==> src/rtl/dac_seq_pkg.sv <==
// Shared definitions for the DAC sample sequencer: sample width and FSM state encoding.
package dac_seq_pkg;
    localparam int DAC_BITS = 10;

    typedef enum logic [1:0] {
        ST_IDLE,
        ST_SETTLE,
        ST_RUN
    } dac_seq_state_t;
endpackage

==> src/rtl/dac_sample_fifo.sv <==
// Sample FIFO for the DAC sequencer. Flush beats push/pop, and a push is accepted
// at full when a pop happens in the same cycle. Full/empty are registered.
module dac_sample_fifo
    import dac_seq_pkg::*;
#(
    parameter int DEPTH = 8,
    parameter int WIDTH = DAC_BITS
) (
    input  logic                   clk,
    input  logic                   reset,
    input  logic                   push,
    input  logic                   pop,
    input  logic                   flush,
    input  logic [WIDTH-1:0]       wr_data,
    output logic                   full,
    output logic                   empty,
    output logic [$clog2(DEPTH):0] level,
    output logic [WIDTH-1:0]       head
);
    localparam int AW = $clog2(DEPTH);
    localparam logic [AW:0] FULL_LEVEL = (AW+1)'(DEPTH);

    logic [AW-1:0] wr_ptr_q, wr_ptr_d;
    logic [AW-1:0] rd_ptr_q, rd_ptr_d;
    logic [AW:0]   level_q, level_d;
    logic          full_q, full_d;
    logic          empty_q, empty_d;
    logic [WIDTH-1:0] mem_q [DEPTH];
    logic          do_push, do_pop;

    always_comb begin
        do_pop   = pop && !empty_q && !flush;
        do_push  = push && (!full_q || do_pop) && !flush;
        wr_ptr_d = wr_ptr_q;
        rd_ptr_d = rd_ptr_q;
        level_d  = level_q;
        if (flush) begin
            wr_ptr_d = '0;
            rd_ptr_d = '0;
            level_d  = '0;
        end else begin
            if (do_push) wr_ptr_d = wr_ptr_q + AW'(1);
            if (do_pop)  rd_ptr_d = rd_ptr_q + AW'(1);
            if (do_push && !do_pop)      level_d = level_q + (AW+1)'(1);
            else if (!do_push && do_pop) level_d = level_q - (AW+1)'(1);
        end
        full_d  = (level_d == FULL_LEVEL);
        empty_d = (level_d == '0);
    end

    always_ff @(posedge clk) begin
        if (reset) begin
            wr_ptr_q <= '0;
            rd_ptr_q <= '0;
            level_q  <= '0;
            full_q   <= 1'b0;
            empty_q  <= 1'b1;
        end else begin
            wr_ptr_q <= wr_ptr_d;
            rd_ptr_q <= rd_ptr_d;
            level_q  <= level_d;
            full_q   <= full_d;
            empty_q  <= empty_d;
        end
    end

    // Storage needs no reset: only slots between the pointers are ever read.
    always_ff @(posedge clk) begin
        if (do_push) mem_q[wr_ptr_q] <= wr_data;
    end

    assign full  = full_q;
    assign empty = empty_q;
    assign level = level_q;
    assign head  = mem_q[rd_ptr_q];
endmodule

==> src/rtl/dac_sequencer.sv <==
// DAC sample sequencer: power-up settle, programmable sample rate, sticky underflow.
// Optional threshold interrupt is built when DAC_SEQ_IRQ_EN is defined.
module dac_sequencer
    import dac_seq_pkg::*;
#(
    parameter int DEPTH         = 8,
    parameter int SETTLE_CYCLES = 64,
    parameter int DIV_W         = 16
) (
    input  logic                   clk,
    input  logic                   reset,
    input  logic                   cfg_en,
    input  logic [DIV_W-1:0]       cfg_div,
    input  logic                   cfg_flush,
    input  logic                   ufl_clr,
    input  logic                   wr_valid,
    input  logic [DAC_BITS-1:0]    wr_data,
    output logic                   wr_ready,
    output logic [DAC_BITS-1:0]    dac_d,
    output logic                   dac_en,
    output logic [$clog2(DEPTH):0] level,
    output logic                   busy,
`ifdef DAC_SEQ_IRQ_EN
    input  logic [$clog2(DEPTH):0] irq_thresh,
    output logic                   irq,
`endif
    output logic                   underflow
);
    localparam int SW = (SETTLE_CYCLES > 1) ? $clog2(SETTLE_CYCLES) : 1;
    localparam logic [SW-1:0] SETTLE_LOAD = SW'(SETTLE_CYCLES - 1);

    dac_seq_state_t        state_q, state_d;
    logic [SW-1:0]         settle_q, settle_d;
    logic [DIV_W-1:0]      div_q, div_d;
    logic                  first_q, first_d;
    logic [DAC_BITS-1:0]   dac_d_q, dac_d_d;
    logic                  dac_en_q, dac_en_d;
    logic                  underflow_q, underflow_d;
    logic                  busy_q, busy_d;
    logic                  tick;
    logic                  fifo_full, fifo_empty;
    logic [$clog2(DEPTH):0] fifo_level;
    logic [DAC_BITS-1:0]   fifo_head;

    dac_sample_fifo #(
        .DEPTH (DEPTH),
        .WIDTH (DAC_BITS)
    ) u_fifo (
        .clk     (clk),
        .reset   (reset),
        .push    (wr_valid),
        .pop     (tick),
        .flush   (cfg_flush),
        .wr_data (wr_data),
        .full    (fifo_full),
        .empty   (fifo_empty),
        .level   (fifo_level),
        .head    (fifo_head)
    );

    // first_q forces a tick in the first RUN cycle so the first sample leaves without a full period.
    always_comb begin
        state_d     = state_q;
        settle_d    = settle_q;
        div_d       = '0;
        first_d     = 1'b0;
        dac_d_d     = dac_d_q;
        dac_en_d    = dac_en_q;
        tick        = 1'b0;
        unique case (state_q)
            ST_IDLE: begin
                dac_en_d = 1'b0;
                dac_d_d  = '0;
                settle_d = '0;
                if (cfg_en) begin
                    state_d  = ST_SETTLE;
                    settle_d = SETTLE_LOAD;
                    dac_en_d = 1'b1;
                end
            end
            ST_SETTLE: begin
                if (!cfg_en) begin
                    state_d  = ST_IDLE;
                    settle_d = '0;
                    dac_en_d = 1'b0;
                    dac_d_d  = '0;
                end else if (settle_q == '0) begin
                    state_d = ST_RUN;
                    first_d = 1'b1;
                end else begin
                    settle_d = settle_q - SW'(1);
                end
            end
            ST_RUN: begin
                if (!cfg_en) begin
                    state_d  = ST_IDLE;
                    dac_en_d = 1'b0;
                    dac_d_d  = '0;
                end else begin
                    tick  = first_q || (div_q >= cfg_div);
                    div_d = tick ? '0 : div_q + DIV_W'(1);
                    if (tick && !fifo_empty && !cfg_flush) dac_d_d = fifo_head;
                end
            end
            default: state_d = ST_IDLE;
        endcase

        underflow_d = underflow_q;
        if (tick && fifo_empty) underflow_d = 1'b1;
        else if (ufl_clr)       underflow_d = 1'b0;

        busy_d = (state_d != ST_IDLE);
    end

    always_ff @(posedge clk) begin
        if (reset) begin
            state_q     <= ST_IDLE;
            settle_q    <= '0;
            div_q       <= '0;
            first_q     <= 1'b0;
            dac_d_q     <= '0;
            dac_en_q    <= 1'b0;
            underflow_q <= 1'b0;
            busy_q      <= 1'b0;
        end else begin
            state_q     <= state_d;
            settle_q    <= settle_d;
            div_q       <= div_d;
            first_q     <= first_d;
            dac_d_q     <= dac_d_d;
            dac_en_q    <= dac_en_d;
            underflow_q <= underflow_d;
            busy_q      <= busy_d;
        end
    end

`ifdef DAC_SEQ_IRQ_EN
    logic irq_q, irq_d;

    always_comb begin
        irq_d = (state_q == ST_RUN) && ((fifo_level <= irq_thresh) || underflow_q);
    end

    always_ff @(posedge clk) begin
        if (reset) irq_q <= 1'b0;
        else       irq_q <= irq_d;
    end

    assign irq = irq_q;
`endif

    assign wr_ready  = !fifo_full;
    assign dac_d     = dac_d_q;
    assign dac_en    = dac_en_q;
    assign level     = fifo_level;
    assign busy      = busy_q;
    assign underflow = underflow_q;
endmodule
==> config.mk <==
export PLATFORM = sky130hd
export DESIGN_NAME = dac_sequencer
export DESIGN_NICKNAME = d
export VERILOG_FILES = /design/src/rtl/dac_seq_pkg.sv /design/src/rtl/dac_sample_fifo.sv /design/src/rtl/dac_sequencer.sv
export SDC_FILE = /design/constraint.sdc
export NUM_CORES = 1
export LEC_CHECK = 0
export CAP_MARGIN = 10
export CORE_UTILIZATION = 49
export DETAILED_ROUTE_END_ITERATION = 10
export PLACE_DENSITY = 0.7
export RECOVER_POWER = 50
export SYNTH_ARGS = -nofsm -noshare
export SYNTH_HDL_FRONTEND = slang
export SYNTH_SLANG_ARGS = --single-unit
==> constraint.sdc <==
create_clock -name clk -period 4.09 [get_ports clk]
set_clock_uncertainty 0.2 [all_clocks]
set_input_delay 0.6135 -clock clk [delete_from_list [all_inputs] [get_ports clk]]
set_output_delay 0.6135 -clock clk [all_outputs]
set_load 0.01 [all_outputs]
==> results_dict.tcl, run 1 <==
set metrics [dict create \
    status "completed" \
    mostFrequentLayoutCell "edfxtp_1" \
    holdBufCountCts 0 \
    grt_max_degree 25 \
    syn-cell-area_um2 6050 \
    hold_viol 0 \
    remaining_drc_errors 0 \
    htreeDepth 4 \
    vias_per_cell 5.54 \
    path_class "in2reg" \
    synth_cells 484 \
    clock_path_buffers 2 \
    drtAntennaViolNets 0 \
    worst_pin_slew_ps 960 \
    cp-end-kind "flop" \
    hold_path.class "reg2reg" \
    startpoint_type "primary input" \
    avgRoutedWirePerCell_um 16.4 \
    drv_cap 0 \
    gp_congestion 0.820 \
    worstPathArrival_ps 3390 \
    slew_headroom 0.359 \
    power_w 0.00315 \
    yosysWarnings 0 \
    peakVddDrop_mv 0.464 \
    crit_fanout 10 \
    io_pins 50 \
    layout_setup_ws_ps 557 \
    grt.total_usage 0.196 \
    synthXorXnorAreaFrac 0.0304 \
    clkLatencyLatePin_ps 410 \
    drt_iter0_drc 359 \
    synth-simple-area-share 0.132 \
    die-width_um 113 \
    cts.reportedPaths.clkPinSlew_ps 60 \
    synth_compound_area_frac 0.0759 \
    cts_sinks 133 \
    mostFrequentLayoutCells "edfxtp_1, dfxtp_1, nor2_1, inv_1, nand3_1" \
    synth_fa_ha_area_frac 0.0558 \
    cts_tree "yes" \
    vias 3890 \
    postCtsSetupBuffers 0 \
    power_leakage_nw 2.71 \
    diodes 0 \
    syn_to_final_growth_pct 20.2 \
    yosys-mux-area-fraction 0.102 \
    dpl.hpwl_um 7790 \
    antenna_found_initial 0 \
    routed_wl_um 11500 \
    min_period_ps 3530 \
    synth.ff_latch_count 133 \
    port_buffers 49 \
    max_freq_mhz 283 \
    initial_core_util 0.504 \
    gr-total-overflow 0 \
    seq_area_frac_synth 0.572 \
    drive_gt1_frac 0.142 \
    power_per_cell_area_nw_per_um2 432 \
    grt_pass1_vias 3827 \
    fin_util 0.606 \
    cts_resized 0 \
    setup_violations 0 \
    die_area_um2 12800 \
    fin_tns_setup_ps 0 \
    cts_root_buffer "clkbuf_16" \
    critical_path_required_ps 3940 \
    slew_violations 0 \
    period_share 0.864 \
    rows 40 \
    synth_top_family_by_area "simple AND/OR/NAND/NOR gates" \
    ys.flop_type "edfxtp_1" \
    dp_slack_ps 324 \
    core_um2 12000 \
    grt_pass1_wl_um 19000 \
    dr.pass1.iters 5 \
    synthArstFlopShare 0 \
    synth_cell_type_count 53 \
    nNetsFinal 602 \
    cts_inserted_buffers 17 \
    rsz0062_at_grt "false" \
    syn_area_per_cell_um2 12.5 \
    syn_nets 543 \
    die_h_um 113 \
    synth_edf_count 80 \
]
-- Yosys cell counts (4+ instances only) --
| library cell | number | area (um2) |
|---|---|---|
| edfxtp_1 | 80 | 2400 |
| dfxtp_1 | 53 | 1060 |
| nor2_1 | 46 | 173 |
| inv_1 | 30 | 113 |
| nand3_1 | 30 | 150 |
| ha_1 | 27 | 338 |
| mux4_2 | 20 | 450 |
| o21ai_0 | 19 | 95.1 |
| nand2_1 | 18 | 67.6 |
| a21oi_1 | 16 | 80.1 |
| nand4_1 | 14 | 87.6 |
| clkbuf_1 | 13 | 48.8 |
| nor2b_1 | 12 | 75.1 |
| mux2_2 | 11 | 124 |
| xor2_1 | 11 | 96.3 |
| xnor2_1 | 10 | 87.6 |
| and3_1 | 6 | 37.5 |
| a211oi_1 | 5 | 37.5 |
| nor3_1 | 5 | 25.0 |
| buf_2 | 4 | 20.0 |
| mux2i_1 | 4 | 40.0 |
| nand2b_1 | 4 | 25.0 |
-- cell families (layout without fill, tap and decap cells) --
family	Yosys count	in the layout
AOI/OAI and AO/OA	64	64
and+or+nand+nor	155	155
DFF	133	133
muxes	35	35
adders and majority gates	27	27
buffers and inverters	49	120
xor gates and xnor gates	21	21
-- cell type report --
class,instances,area [um2]
Fill cell,949,4740
Clock inverter,14,153
Sequential cell,133,3460
Multi-Input combinational cell,302,2380
Inverter,30,113
Clock buffer,17,425
Timing Repair Buffer,59,558
Tap cell,147,184
-- per-layer routing --
layer  vias to the layer above  track usage  routed length (um)
li1                       1907            -                   -
met1                      1872        0.251                5260
met2                        95        0.316                5520
met3                        16       0.0600                 518
met4                         0       0.0711                 208
met5                         -            0                   0
-- per-stage QoR --
| stage | hold WS [ps] | instance area (um2) | instances |
|---|---|---|---|
| 2_1_floorplan | 237 | 6050 | 484 |
| 3_3_place_gp | 259 | 6720 | 671 |
| 3_5_place_dp | 268 | 6720 | 671 |
| 4_1_cts | 274 | 7290 | 702 |
| 5_1_grt | 294 | 7270 | 702 |
| 6_report | 264 | 7270 | 702 |
-- power breakdown --
group / internal, W / switching, W
Sequential: 0.00144 / 0.0000165
Clock: 0.000899 / 0.000581
Combinational: 0.0000909 / 0.000114
Total: 0.00243 / 0.000712
-- worst max-delay path, cell delays in order --
cell and delay, ps:
clkdlybuf4s50_1 450, inv_1 40, ha_1 280, and4_1 220
o211ai_1 100, a2bb2oi_1 140, a21oi_1 310, o21ai_4 80
a21oi_1 440, and2_1 240, and3b_1 480
-- state kept, by name, indices dropped and copies added, names as in the netlist, named ones only --
register / flops
u_fifo.mem_q: 80
first_q: 1
div_q: 16
settle_q: 6
u_fifo.wr_ptr_q: 3
state_q: 2
u_fifo.empty: 1
busy: 1
u_fifo.rd_ptr_q: 3
u_fifo.level: 4
u_fifo.full: 1
dac_d: 10
dac_en: 1
underflow: 1
-- worst paths after layout --
path	slack (ps)	depth (start not counted)	startpoint	to
max	560	11	cfg_div[10]	u_fifo.mem_q[6][3]
min	260	2	dac_en	dac_en
max reg2reg	730	11	div_q[0]	u_fifo.empty
min reg2reg	260	2	dac_en	dac_en
Note: power is estimated with default switching activity, not from simulation.
==> run 2: changes to the inputs <==
--- a/config.mk
+++ b/config.mk
@@ -6,6 +6,7 @@
 export NUM_CORES = 1
 export LEC_CHECK = 0
 export CAP_MARGIN = 10
+export CORE_MARGIN = 2
 export CORE_UTILIZATION = 49
 export DETAILED_ROUTE_END_ITERATION = 10
 export PLACE_DENSITY = 0.7
==> run 2 against run 1 <==
Net effect: flip-flop and latch count unchanged; die area increased by 3.6%; utilization decreased by 0.34 points; via count about the same; wire length decreased by 0.63%; largest power group is now registers; register-to-register slack improved by 60 ps; sequential share of layout area increased by 0.27 points; worst hold slack improved by 6.8 ps; maximum frequency decreased by 1.9%; critical path type unchanged; critical path depth unchanged; total power decreased by 2.0%.
==> results_dict.tcl, run 2 (synthesized netlist as in run 1, its figures left out) <==
set metrics [dict create \
    nNetsFinal 602 \
    grt_pass1_vias 3795 \
    power_w 0.00308 \
    vias 3889 \
    seqCellArea_um2 3460 \
    vias_per_cell 5.53 \
    die_area_um2 13300 \
    cts.reportedPaths.clkPinSlew_ps 60 \
    holdBufCountCts 0 \
    rows 40 \
    postCtsSetupBuffers 0 \
    gp_congestion 0.821 \
    clkLatencyLatePin_ps 420 \
    routed_wl_um 11400 \
    largest_reg_flops 80 \
    crit_path_cell_trace "clkdlybuf4s50_1 > inv_1 > ha_1 > and4_1 > o211ai_1 > a2bb2oi_2 > a21oi_1 > o21ai_4 > a21oi_1 > and2_1 > and3b_1" \
    path_class "in2reg" \
    cts_tree "yes" \
    fin_tns_setup_ps 0 \
    min_period_ps 3600 \
    drt_iter0_drc 407 \
    die_h_um 115 \
    drv_cap 0 \
    cts_inserted_buffers 17 \
    hold_path.class "reg2reg" \
    top_register "u_fifo.mem_q" \
    crit_fanout 10 \
    critical_path_required_ps 3940 \
    clock_path_buffers 2 \
    diodes 0 \
    reg2reg_slack_ps 790 \
    period_share 0.880 \
    slowest_delay_ps 510 \
    mostFrequentLayoutCell "edfxtp_1" \
    worstPathArrival_ps 3450 \
    grt_max_degree 24 \
    initial_core_util 0.504 \
    setup_violations 0 \
    htreeDepth 4 \
    grt.total_usage 0.190 \
    antenna_found_initial 0 \
    startpoint_type "primary input" \
    gr-total-overflow 0 \
    cts_sinks 133 \
    crit_slowest_cell "and3b_1" \
    dpl.hpwl_um 7690 \
    rsz0062_at_grt "false" \
    die-width_um 115 \
    worst_pin_slew_ps 1010 \
    hold_viol 0 \
    cp-end-kind "flop" \
    slew_violations 0 \
    status "completed" \
    hold_end "dac_en" \
    avgRoutedWirePerCell_um 16.3 \
    drtAntennaViolNets 0 \
    port_buffers 49 \
    syn_to_final_growth_pct 19.5 \
    remaining_drc_errors 0 \
    hold_path_depth 2 \
    r2r_start "div_q[0]" \
    final_cell_area_um2 7230 \
    rr_worst_depth 10 \
    cts_root_buffer "clkbuf_16" \
    slew_headroom 0.325 \
    power_leakage_nw 2.69 \
    cp_common_cell "a21oi_1" \
    drive_gt1_frac 0.142 \
    dr.pass1.iters 4 \
    peakVddDrop_mv 0.377 \
    power_per_cell_area_nw_per_um2 426 \
    hp-start "dac_en" \
    fillers 953 \
    cts_resized 0 \
    placed_area_um2 6720 \
    io_pins 50 \
    rr_endpoint "u_fifo.mem_q[6][0]" \
    max_freq_mhz 278 \
    grt_pass1_wl_um 19100 \
    core_um2 12000 \
    mostFrequentLayoutCells "edfxtp_1, dfxtp_1, nor2_1, inv_1, nand3_1" \
    multiInputGateArea_um2 2360 \
]
==> run 2: metrics by stage <==
| stage | util | setup slack, ps | cells | hold slack, ps |
|---|---|---|---|---|
| 6_report | 0.602 | 491 | 703 | 271 |
| 5_1_grt | 0.602 | 287 | 703 | 305 |
| 4_1_cts | 0.605 | 760 | 703 | 280 |
| 3_5_place_dp | 0.559 | 336 | 671 | 273 |
| 3_3_place_gp | 0.559 | 388 | 671 | 263 |
| 2_1_floorplan | - | 592 | 484 | 237 |
==> run 2: report_power, final <==
group	total, W	internal, W	switching, W
clock network	0.00142	0.000839	0.000583
logic	0.000202	0.0000888	0.000113
registers	0.00146	0.00144	0.0000166
==> run 2: worst max path at each step <==
stage                      from                  to  cells after the start
finish              cfg_div[11]  u_fifo.mem_q[6][0]                     11
CTS                 cfg_div[11]  u_fifo.mem_q[6][1]                     11
detailed placement  cfg_div[11]  u_fifo.mem_q[6][6]                     11
global route        cfg_div[10]  u_fifo.mem_q[7][3]                     11
global placement    cfg_div[11]  u_fifo.mem_q[6][4]                     11
floorplan           cfg_div[10]  u_fifo.mem_q[4][0]                     10
==> run 2: routing by layer <==
| metal | track usage | up-vias | share of wire |
|---|---|---|---|
| met5 | 0 | - | 0 |
| met4 | 0.0627 | 0 | 0.0042 |
| met3 | 0.0554 | 4 | 0.057 |
| met2 | 0.300 | 97 | 0.48 |
| met1 | 0.255 | 1880 | 0.46 |
| li1 | - | 1908 | - |
==> run 2: worst max-delay path: cells and delay by family <==
family                   cells  cell delay, ps
AO/OA/AOI/OAI                5            1080
adder cells (fa/ha/maj)      1             300
AND/OR/NAND/NOR              3             960
buffers and inverters        2             500
==> run 2: cell type report <==
| class | count | share of cell area |
|---|---|---|
| Clock buffer | 18 | 0.0593 |
| Clock inverter | 14 | 0.0171 |
| Inverter | 30 | 0.0156 |
| Multi-Input combinational cell | 302 | 0.326 |
| Sequential cell | 133 | 0.479 |
| Tap cell | 147 | 0.0254 |
| Timing Repair Buffer | 59 | 0.0777 |
==> run 3: changes to the inputs <==
--- a/config.mk
+++ b/config.mk
@@ -5,10 +5,12 @@
 export SDC_FILE = /design/constraint.sdc
 export NUM_CORES = 1
 export LEC_CHECK = 0
+export ABC_AREA = 1
 export CAP_MARGIN = 10
 export CORE_MARGIN = 2
 export CORE_UTILIZATION = 49
 export DETAILED_ROUTE_END_ITERATION = 10
+export HOLD_SLACK_MARGIN = 0.12
 export PLACE_DENSITY = 0.7
 export RECOVER_POWER = 50
 export SYNTH_ARGS = -nofsm -noshare
==> constraint.sdc (replaced) <==
create_clock -name clk -period 4.5 [get_ports clk]
set_clock_uncertainty 0.2 [all_clocks]
set_input_delay 0.675 -clock clk [delete_from_list [all_inputs] [get_ports clk]]
set_output_delay 0.675 -clock clk [all_outputs]
set_load 0.01 [all_outputs]
==> run 3 against run 2 <==
Net effect: first-iteration DRC count up 14%; total power fell by 8.8%; utilization is the same; sequential share of layout area is the same; critical path depth rose by 6; final cell count rose by 18%; die area shrank 0.32%; count of clock-buffer cells in the layout did not move; largest cell class unchanged.
==> results_dict.tcl, run 3 <==
set metrics [dict create \
    p_sw_w 0.000656 \
    cts_inserted_buffers 17 \
    synth_top_family_by_area "simple AND/OR/NAND/NOR gates" \
    mostFrequentLayoutCells "nor2_1, edfxtp_1, nand2_1, inv_1, dfxtp_1" \
    fin_tns_setup_ps 0 \
    rows 40 \
    synth-simple-area-share 0.173 \
    max_freq_mhz 272 \
    clock_path_buffers 2 \
    synth_compound_area_frac 0.104 \
    critical_path_required_ps 4340 \
    vias 4457 \
    worst_pin_slew_ps 1140 \
    io_pins 50 \
    status "completed" \
    synth.top_cells.by_area "edfxtp_1, dfxtp_1, nor2_1" \
    path_class "in2reg" \
    grt.total_usage 0.212 \
    dpl.hpwl_um 9160 \
    synth_fa_ha_area_frac 0.0560 \
    hold_viol 0 \
    dr.pass1.iters 5 \
    rsz0062_at_grt "false" \
    remaining_drc_errors 0 \
    drtAntennaViolNets 0 \
    syn-cell-area_um2 6030 \
    avgRoutedWirePerCell_um 15.9 \
    gp_congestion 0.822 \
    clkLatencyLatePin_ps 420 \
    power_per_cell_area_nw_per_um2 389 \
    syn_area_per_cell_um2 9.90 \
    synth.ff_latch_count 133 \
    cts.reportedPaths.clkPinSlew_ps 60 \
    synthArstFlopShare 0 \
    setup_violations 0 \
    htreeDepth 4 \
    mostFrequentLayoutCell "nor2_1" \
    syn_to_final_growth_pct 19.9 \
    grt_pass1_wl_um 21200 \
    seq_area_frac_synth 0.574 \
    cts_root_buffer "clkbuf_16" \
    synthTopCellsByCount "nor2_1, edfxtp_1, nand2_1" \
    hold-worst-slack_ps 266 \
    diodes 0 \
    fin_cells 827 \
    power_leakage_nw 2.86 \
    cts_resized 0 \
    die-width_um 115 \
    swShare 0.233 \
    synth_edf_count 80 \
    startpoint_type "primary input" \
    fin_util 0.602 \
    syn_nets 668 \
    combPwrFrac 0.068 \
    p_clk_frac 0.459 \
    dp.cells 795 \
    cts_sinks 133 \
    die_h_um 115 \
    yosysMostFrequentCell "nor2_1" \
    synth.top_cell.area_share 0.398 \
    drv_cap 0 \
    period_share 0.816 \
    placed_area_um2 6690 \
    port_buffers 49 \
    rr_worst_depth 16 \
    core_um2 12000 \
    antenna_found_initial 0 \
    gr-total-overflow 0 \
    nNetsFinal 726 \
    drive_gt1_frac 0.0838 \
    die_area_um2 13200 \
    pwr-share-seq 0.473 \
    holdBufCountCts 0 \
    largest_reg_flops 80 \
    synthXorXnorAreaFrac 0.0174 \
    slew_violations 0 \
    cp-end-kind "flop" \
    yosys-mux-area-fraction 0.0166 \
    postCtsSetupBuffers 0 \
    grt_pass1_vias 4315 \
    routed_wl_um 13200 \
    slew_headroom 0.237 \
    drt_iter0_drc 466 \
    final_cell_area_um2 7230 \
    ys.flop_type "edfxtp_1" \
    intPower_w 0.00216 \
    crit_fanout 10 \
    cts_tree "yes" \
    vias_per_cell 5.39 \
    hold_path_depth 2 \
    min_period_ps 3670 \
    top_register "u_fifo.mem_q" \
    peakVddDrop_mv 0.427 \
    worstPathArrival_ps 3520 \
    synth_cells 609 \
    initial_core_util 0.502 \
    yosysWarnings 0 \
    synth_cell_type_count 43 \
    grt_max_degree 42 \
    hold_path.class "reg2reg" \
    synth.largest_area_cell "edfxtp_1" \
]
==> run 3: final cells by class <==
type / instances / area, um2
fillers: 971 / 4780
repair buffers: 56 / 543
well taps: 147 / 184
inverters: 73 / 288
clock inverters: 14 / 129
multi-input cells: 386 / 2200
flip-flops and latches: 133 / 3460
clock buffers: 18 / 429
==> run 3: power by group through the flow <==
stage | registers, W | logic [W] | clock network, W
floorplan | 0.00136 | 0.000108 | 0
global placement | 0.00136 | 0.000189 | 0
detailed placement | 0.00136 | 0.000196 | 0
CTS | 0.00133 | 0.000198 | 0.00131
global route | 0.00133 | 0.000216 | 0.00138
finish | 0.00133 | 0.000190 | 0.00129
==> run 3: worst paths after layout <==
check	startpoint	endpoint	slack, ps
worst min-delay path	u_fifo.rd_ptr_q[2]	u_fifo.rd_ptr_q[2]	270
worst max-delay path	cfg_div[3]	u_fifo.mem_q[7][9]	830
worst max register to register	div_q[0]	u_fifo.mem_q[7][9]	1240
worst min register to register	u_fifo.rd_ptr_q[2]	u_fifo.rd_ptr_q[2]	270
==> run 3: per-layer routing <==
layer | vias up | part of all wire | GRT usage
met5 | - | 0 | 0
met4 | 0 | 0.015 | 0.0659
met3 | 18 | 0.082 | 0.0701
met2 | 170 | 0.47 | 0.336
met1 | 2065 | 0.44 | 0.278
li1 | 2204 | - | -
==> run 3: cells by family (layout without fill, tap and decap cells) <==
kind of cell	count (synthesis)	in the layout
XOR/XNOR	12	12
buffers and inverters	90	161
AO/OA/AOI/OAI	104	104
multiplexers	10	10
flip-flops	133	133
AND/OR/NAND/NOR	233	233
adder cells (fa/ha/maj)	27	27
==> run 3: worst max-delay path: stages <==
cell and delay (ps):
dlygate4sd3_1 520, inv_1 40, ha_1 280, nand2_1 60
nor2_1 100, nor2_1 40, nand2_1 50, nand2_1 40
nand2_1 70, nand2_1 80, nand2_1 130, nand3_1 270
nand2_1 130, nand2_1 140, nor2_1 190, inv_2 70
nor2_1 620
==> run 3: stage by stage <==
step	total power, W	setup WS (ps)
after floorplan	0.00147	1520
after global placement	0.00155	734
after detailed placement	0.00155	649
after CTS	0.00284	1090
after global routing	0.00293	552
final	0.00281	828
